==> src/rtl/bpsk_demod.sv <==
// bpsk_demod
//   Hard-decision BPSK demodulator with byte packing and framing.
//   Each accepted in-phase sample is sliced to one bit (yr > 0 -> 1).
//   A bit is flagged weak when |yr| < THRESH. Bits are packed LSB-first
//   into bytes, and bytes are grouped into frames of FRAME_BYTES bytes.
//
// Ports
//   CLK      in   rising-edge clock
//   RST      in   synchronous active-high reset
//   start_i  in   frame-start strobe; also restarts a frame in progress
//   valid_y  in   sample strobe, one cycle per symbol
//   yr       in   signed in-phase sample (used for the decision)
//   yi       in   signed quadrature sample (not used)
//   valid_o  out  one-cycle pulse when a byte is ready
//   data_o   out  decided byte; the first bit of the byte is in bit 0
//   weak_o   out  number of weak bits in data_o
//   last_o   out  pulses with valid_o on the final byte of a frame
//   busy_o   out  high while a frame is being received
module bpsk_demod #(
  parameter logic signed [10:0] THRESH      = 11'sd4,
  parameter int                 FRAME_BYTES = 16
) (
  input  logic               CLK,
  input  logic               RST,
  input  logic               start_i,
  input  logic               valid_y,
  input  logic signed [10:0] yr,
  input  logic signed [10:0] yi,
  output logic               valid_o,
  output logic [7:0]         data_o,
  output logic [3:0]         weak_o,
  output logic               last_o,
  output logic               busy_o
);

  typedef enum logic [0:0] {
    IDLE = 1'b0,
    RUN  = 1'b1
  } state_t;

  localparam logic [7:0] LAST_BYTE = 8'(FRAME_BYTES - 1);

  state_t     state_r, state_s;
  logic [2:0] bit_cnt_r, bit_cnt_s;
  logic [7:0] byte_cnt_r, byte_cnt_s;
  logic [7:0] shift_r, shift_s;
  logic [3:0] wcnt_r, wcnt_s;
  logic       valid_r, valid_s;
  logic       last_r, last_s;
  logic [7:0] data_r, data_s;
  logic [3:0] weak_r, weak_s;

  // Counter/shift values after an optional restart, before the new sample.
  logic [2:0] base_bit_s;
  logic [7:0] base_byte_s;
  logic [7:0] base_shift_s;
  logic [3:0] base_wcnt_s;

  logic [10:0] neg_s;
  logic [9:0]  mag_s;
  logic        weak_bit_s;
  logic        dec_bit_s;
  logic        accept_s;
  logic        yi_unused_s;

  assign yi_unused_s = ^yi;
  assign neg_s       = 11'd0 - yr;

  // Sample magnitude, with the single unrepresentable value -1024 clipped to 1023.
  always_comb begin
    mag_s = 10'd0;
    if (yr[10]) begin
      if (yr == -11'sd1024) begin
        mag_s = 10'd1023;
      end else begin
        mag_s = neg_s[9:0];
      end
    end else begin
      mag_s = yr[9:0];
    end
  end

  assign weak_bit_s = ($signed({1'b0, mag_s}) < THRESH);
  assign dec_bit_s  = (yr > 11'sd0);
  // A sample is taken in RUN, or in the same cycle as a start strobe.
  assign accept_s   = valid_y && (start_i || (state_r == RUN));

  // Next-state and next-output logic: restart first, then take the sample.
  always_comb begin
    state_s      = state_r;
    bit_cnt_s    = bit_cnt_r;
    byte_cnt_s   = byte_cnt_r;
    shift_s      = shift_r;
    wcnt_s       = wcnt_r;
    valid_s      = 1'b0;
    last_s       = 1'b0;
    data_s       = data_r;
    weak_s       = weak_r;
    base_bit_s   = bit_cnt_r;
    base_byte_s  = byte_cnt_r;
    base_shift_s = shift_r;
    base_wcnt_s  = wcnt_r;

    // A start strobe discards any partial byte, so a coinciding 8th sample
    // becomes bit 0 of the new frame instead of completing the old byte.
    if (start_i) begin
      state_s      = RUN;
      base_bit_s   = 3'd0;
      base_byte_s  = 8'd0;
      base_shift_s = 8'd0;
      base_wcnt_s  = 4'd0;
    end else begin
      state_s = state_r;
    end

    bit_cnt_s  = base_bit_s;
    byte_cnt_s = base_byte_s;
    shift_s    = base_shift_s;
    wcnt_s     = base_wcnt_s;

    if (accept_s) begin
      shift_s[base_bit_s] = dec_bit_s;
      wcnt_s              = base_wcnt_s + {3'd0, weak_bit_s};
      bit_cnt_s           = base_bit_s + 3'd1;
      if (base_bit_s == 3'd7) begin
        valid_s = 1'b1;
        data_s  = shift_s;
        weak_s  = wcnt_s;
        shift_s = 8'd0;
        wcnt_s  = 4'd0;
        if (base_byte_s == LAST_BYTE) begin
          last_s     = 1'b1;
          state_s    = IDLE;
          byte_cnt_s = 8'd0;
        end else begin
          byte_cnt_s = base_byte_s + 8'd1;
        end
      end else begin
        valid_s = 1'b0;
      end
    end else begin
      valid_s = 1'b0;
    end
  end

  // State, counters and registered outputs.
  always_ff @(posedge CLK) begin
    if (RST) begin
      state_r    <= IDLE;
      bit_cnt_r  <= 3'd0;
      byte_cnt_r <= 8'd0;
      shift_r    <= 8'd0;
      wcnt_r     <= 4'd0;
      valid_r    <= 1'b0;
      last_r     <= 1'b0;
      data_r     <= 8'd0;
      weak_r     <= 4'd0;
    end else begin
      state_r    <= state_s;
      bit_cnt_r  <= bit_cnt_s;
      byte_cnt_r <= byte_cnt_s;
      shift_r    <= shift_s;
      wcnt_r     <= wcnt_s;
      valid_r    <= valid_s;
      last_r     <= last_s;
      data_r     <= data_s;
      weak_r     <= weak_s;
    end
  end

  assign valid_o = valid_r;
  assign last_o  = last_r;
  assign data_o  = data_r;
  assign weak_o  = weak_r;
  assign busy_o  = (state_r == RUN);

endmodule

==> config.mk <==
export PLATFORM = sky130hd
export DESIGN_NAME = bpsk_demod
export DESIGN_NICKNAME = d
export VERILOG_FILES = /design/src/rtl/bpsk_demod.sv
export SDC_FILE = /design/constraint.sdc
export NUM_CORES = 1
export LEC_CHECK = 0
export CORE_ASPECT_RATIO = 1.25
export CORE_MARGIN = 2
export CORE_UTILIZATION = 40
export CTS_CLUSTER_DIAMETER = 80
export DETAILED_ROUTE_END_ITERATION = 12
export PLACE_DENSITY = 0.71
export SYNTH_ARGS = -nofsm -noshare
export SYNTH_HDL_FRONTEND = slang
export SYNTH_SLANG_ARGS = --single-unit
==> constraint.sdc <==
create_clock -name CLK -period 2.5 [get_ports CLK]
set_input_delay 0.25 -clock CLK [delete_from_list [all_inputs] [get_ports CLK]]
set_output_delay 0.25 -clock CLK [all_outputs]
set_load 0.01 [all_outputs]
Word-level counts from Yosys, hierarchy flattened
Cells that the tools add are included.
Cells by class
  reductions and logical operators: 6
  magnitude comparators: 4
  $add $sub $neg: 4
  multiplexer cells: 23
  bitwise operators: 2
  eq/ne operators: 3
Operators by type and width (number)
  $mux 8: 7
  $mux 10: 2
  $mux 4: 3
  $eq 11x11->1 const B: 1
  $gt 11x1->1 const B: 1
  $lt 10x3->1 const B: 1
  $sub 1x10->10 const A: 1
  $add 8x1->8 const B: 1
  $bwmux 8: 1
  $eq 8x4->1 const B: 1
  $mux 1: 7
  $mux 3: 2
  $add 4x1->4: 1
  $lt 3x4->1 const B: 1
  $add 3x1->3 const B: 1
  $demux 1 s3: 1
  $eq 3x3->1 const B: 1
  $ge 3x1->1 const B: 1
  $reduce_or 3->1: 1
  $logic_and 1x1->1: 2
  $not 1->1: 2
  $reduce_and 2->1: 1
  $reduce_or 2->1: 1
  $logic_or 1x1->1: 1
Word-level totals
  register bits: 38
  input bits: 26

Logic depth before layout (Yosys ltp)
  depth after elaboration: 8
  gate-level depth with buffers: 12

Worst setup path after synthesis
No wires, ideal clock.
  kind: input -> register
  start: in yr[4]
  end: reg wcnt_r[3]
  stages on the path: 9
  setup time: 0.071 ns
  data arrival time: 2.251 ns
  buffers on the path: 0
  path slack: 0.179 ns
  data required time: 2.429 ns
  cell sequence: or3_4 > or4_1 > o211ai_1 > and4_1 > ha_1 > nand3_1 > xor2_1 > or4_1 > a21oi_1
Between the ends
  word-level cells in the longest chain between the ends: 7
  elaborated cells on any way between the ends: 8
  classes of those cells: add/sub (2); order compare (1); eq/ne (1); mux (4)
Ends and longest elaborated chain
  start, declared: RTL line 27  | input logic signed [10:0] yr,
  $sub 1x10->10 / $eq 11x11->1 (equally long branches): RTL line 67, 73
  $mux 10: RTL line 73  | if (yr == -11'sd1024) begin
  $mux 10 *: RTL line 72  | if (yr[10]) begin
  $lt 10x3->1 *: RTL line 83  | assign weak_bit_s = ($signed({1'b0, mag_s}) < THRESH);
  $add 4x1->4 *: RTL line 123  | wcnt_s = base_wcnt_s + {3'd0, weak_bit_s};
  $mux 4 *: RTL line 125  | if (base_bit_s == 3'd7) begin
  $mux 4 *: RTL line 121  | if (accept_s) begin
  end signal, assigned: RTL line 163  | wcnt_r <= wcnt_s;
  end, declared: RTL line 47  | logic [3:0] wcnt_r, wcnt_s;
Mark *: on every way between the ends. The rest lies on a longest branch, timed or not.
A chain may end at the register's enable or synchronous reset.

Worst setup path after layout
  start: in yr[5]
  end: reg wcnt_r[3]
The elaborated chain is that of the path after synthesis.

==> impl_table.tex <==
\begin{tabular}{lr}
\hline
Metric & Value \\
\hline
\multicolumn{2}{l}{\textbf{Status}} \\
Result of the run & complete, no violations \\
\multicolumn{2}{l}{\textbf{Detailed routing}} \\
Ratio of routed vias to standard cells & 5.39 \\
Total iterations of the first detailed-routing run & 4 \\
Starting DRC count in detailed routing & 120 \\
Routed wire length & 4660 µm \\
DR vias & 1920 \\
DRC violations left & 0 \\
Remaining antenna violation count after routing & 0 \\
Average wire length per cell after detail routing & around 13 µm \\
\multicolumn{2}{l}{\textbf{Setup path}} \\
Logic depth of the worst register-to-register path & 8 \\
Startpoint kind of the worst setup timing path & input pin \\
Worst reg2reg startpoint & bit\_cnt\_r[1] \\
Reg-to-Reg End & weak\_o[2] \\
Setup slack on the worst flop-to-flop path & 360 ps \\
Endpoint class of the critical path & register \\
Crit path DAT & around 2600 ps \\
Critical-path maximum fanout & 3 \\
Critical path start-end classification & input pin to register \\
CP Data Required Time & 2730 ps \\
\multicolumn{2}{l}{\textbf{STA}} \\
Slew at the pin closest to its max-slew limit & 574 ps \\
Final setup violation count & 0 \\
Worst-case clock skew & 11.1 ps \\
Fmax achieved & 424 MHz \\
Setup TNS Final & 0 ps \\
Final hold vios & 0 \\
Worst hold slack & 461 ps \\
Count of final max-slew check failures & 0 \\
Part of the cycle the worst path needs & 0.944 \\
Minimum clock period & 2360 ps \\
Headroom to the max-slew limit & 0.612 \\
\multicolumn{2}{l}{\textbf{Die}} \\
Effective utilization at floorplan & 0.418 \\
Num ports & a little over 40 \\
Die area & 5600 µm² \\
Die Width & 67.3 µm \\
Die boundary height & 83.2 µm \\
Rows & 28 \\
Standard cell core area & 4800 µm² \\
\multicolumn{2}{l}{\textbf{Global route}} \\
Aggregate global routing overflow & 0 \\
Tot GR Track Use & 0.181 \\
Initial antenna violation count & 0 \\
Pin count of the biggest net entering global routing & 18 \\
Via count of the first global-routing pass & about 1800 \\
First-pass GRT wire length & 7920 µm \\
\multicolumn{2}{l}{\textbf{Flow run}} \\
Max-capacitance violation count & 0 \\
\multicolumn{2}{l}{\textbf{Yosys}} \\
Number of instances in the synthesized netlist & 242 \\
Synthesis Warnings & 0 \\
Synthesized area divided by synthesized cell count & between 8 and 9 µm² \\
Synth Net Count & 273 \\
Share of synthesized registers carrying an async set or reset & 0 \\
Number of flip-flops and latches in the synthesized netlist & 38 \\
Count of flip-flops with a built-in enable after synthesis & 0 \\
Area of the mapped netlist & 2010 µm² \\
Part of the Yosys area used for sequential elements & 0.379 \\
Most instantiated flip-flop cell in the synthesis netlist & dfxtp\_1 \\
Count of unique library cells instantiated by Yosys & between 40 and 50 \\
\multicolumn{2}{l}{\textbf{Cells and area}} \\
Post-synthesis to final-layout area growth & 33.2\% \\
Most common cell after layout, fill and taps aside & dfxtp\_1 \\
NumNets Final & 326 \\
Share of post-route cells with drive strength above 1 & 0.179 \\
Commonest cells after routing, fill and taps aside & 38 x dfxtp\_1, 32 x buf\_4, 29 x nor2\_1 \\
Ant. Diodes & 0 \\
\multicolumn{2}{l}{\textbf{Clock network}} \\
Post-CTS Hold Fix Bufs & 0 \\
Number of buffers on the longest clock path & 2 \\
Clock insertion delay at the later pin of the skew report & 290 ps \\
Sinks on the clock net & 38 \\
H-tree levels & 2 \\
Total clock buffers created by CTS & 5 \\
Post-CTS clock slew at the launch and capture registers of the worst setup and hold paths & 80 ps \\
TritonCTS clock tree & built \\
Buffer type at the clock tree root & clkbuf\_8 \\
\multicolumn{2}{l}{\textbf{Place}} \\
Dpl hpwl & 3460 µm \\
Global placement routability congestion & 0.791 \\
Number of port buffers & 29 \\
\multicolumn{2}{l}{\textbf{Power and ir drop}} \\
IR drop worst, VDD & 0.000243 V \\
Power density of the placed cells & 446 nW/µm² \\
Leakage component of the power & 0.991 nW \\
\multicolumn{2}{l}{\textbf{Hold path}} \\
HP Class & register to register \\
Startpoint of the lowest-slack hold path & data\_o[1] \\
Number of cells on the worst hold path & 2 \\
Worst hold path endpoint & data\_o[1] \\
\hline
\end{tabular}
-- layout make-up --
type | count | area [µm²]
Sequential cell | 38 | 761
Inverter | 5 | 18.8
Clock inverter | 2 | 12.5
Multi-Input combinational cell | 184 | 1200
Clock buffer | 6 | 82.6
Tap cell | 60 | 75.1
Fill cell | 455 | 2130
Timing Repair Buffer | 61 | 524
-- Yosys cell counts (2+ instances only) --
library cell  number  area (µm²)
nand3_1           11        55.1
inv_1              5        18.8
nor3b_1            5        37.5
nand2b_1           2        12.5
mux2i_1            4        40.0
buf_2              9        45.0
nor2_1            29         109
a211oi_1           3        22.5
xnor2_1            9        78.8
o211ai_1           2        15.0
mux2_2             2        22.5
a211o_1            2        17.5
or4_1              2        15.0
or2_2              2        12.5
nor4_2             2        25.0
ha_1               5        62.6
or3_1              2        12.5
nor2b_1           12        75.1
dfxtp_1           38         761
a32oi_1            3        26.3
nand2_1           21        78.8
a21o_1             2        15.0
clkbuf_1           4        15.0
a21oi_1           14        70.1
o21a_1             2        15.0
nand3b_1           3        22.5
o21ai_0            9        45.0
nor4_1             2        12.5
buf_1              2        7.51
nor3_1             7        35.0
and4_1             2        17.5
a32o_1             5        50.1
a31oi_1            6        37.5
-- kinds of logic after synthesis --
kind of cell / after synthesis / share of synthesized area
muxes: 6 / 0.0312
buffers and inverters: 20 / 0.0430
AOI/OAI and AO/OA: 55 / 0.187
and+or+nand+nor: 108 / 0.284
DFF: 38 / 0.379
adders and majority gates: 5 / 0.0312
xor gates and xnor gates: 10 / 0.0437
-- report_power, final --
part           switching, mW  internal (mW)
registers            0.00611          0.609
logic                 0.0709         0.0626
clock network          0.221          0.222
total                  0.298          0.893
-- per-layer routing --
layer	wire (µm)	share of wire	global-route usage
met5	0	0	0
met1	2080	0.45	0.228
met2	2350	0.51	0.299
met4	74	0.016	0.0668
met3	154	0.033	0.0352
-- registers in the layout, indices dropped and copies added, names as in the netlist --
name and flops:
bit_cnt_r 3, busy_o 1, byte_cnt_r 8, data_o 8, last_o 1, shift_r 8
valid_o 1, wcnt_r 4, weak_o 4
-- per-stage QoR --
step           setup slack (ps)  std cells  total power [mW]   util  instance area, µm²
3_3_place_gp               -337        346             0.759  0.527                2530
6_report                    140        356              1.19  0.557                2670
4_1_cts                    5.77        355              1.19  0.552                2650
3_5_place_dp               -447        346             0.760  0.527                2530
2_1_floorplan               179        242             0.688      -                2010
5_1_grt                   -13.0        356              1.24  0.557                2670
-- worst max-delay path, stage by stage --
cell	delay [ps]
clkdlybuf4s50_1	480
or4_1	550
o211ai_1	100
and4_1	230
ha_2	190
nand3_2	70
xor2_1	140
or4_1	420
a21oi_2	150
-- worst max-delay path by stage --
stage                from   endpoint  slack [ps]  depth (start not counted)
finish              yr[5]  wcnt_r[3]         140                          9
global route        yr[2]  wcnt_r[2]         -10                         12
CTS                 yr[2]  wcnt_r[3]           6                         10
detailed placement  yr[4]  wcnt_r[3]        -450                         10
global placement    yr[4]  wcnt_r[3]        -340                         10
floorplan           yr[4]  wcnt_r[3]         180                          9
-- what timing repair did --
| action | 4_1_cts | 5_1_grt |
|---|---|---|
| endpoints found under the setup margin | 3 | 2 |
| gates resized for setup | 15 | 4 |
| buffers inserted | 1 | 1 |
| endpoints found under the hold margin | 0 | 0 |
| pin swaps | 5 | 3 |
(Power assumes the default switching activity.)
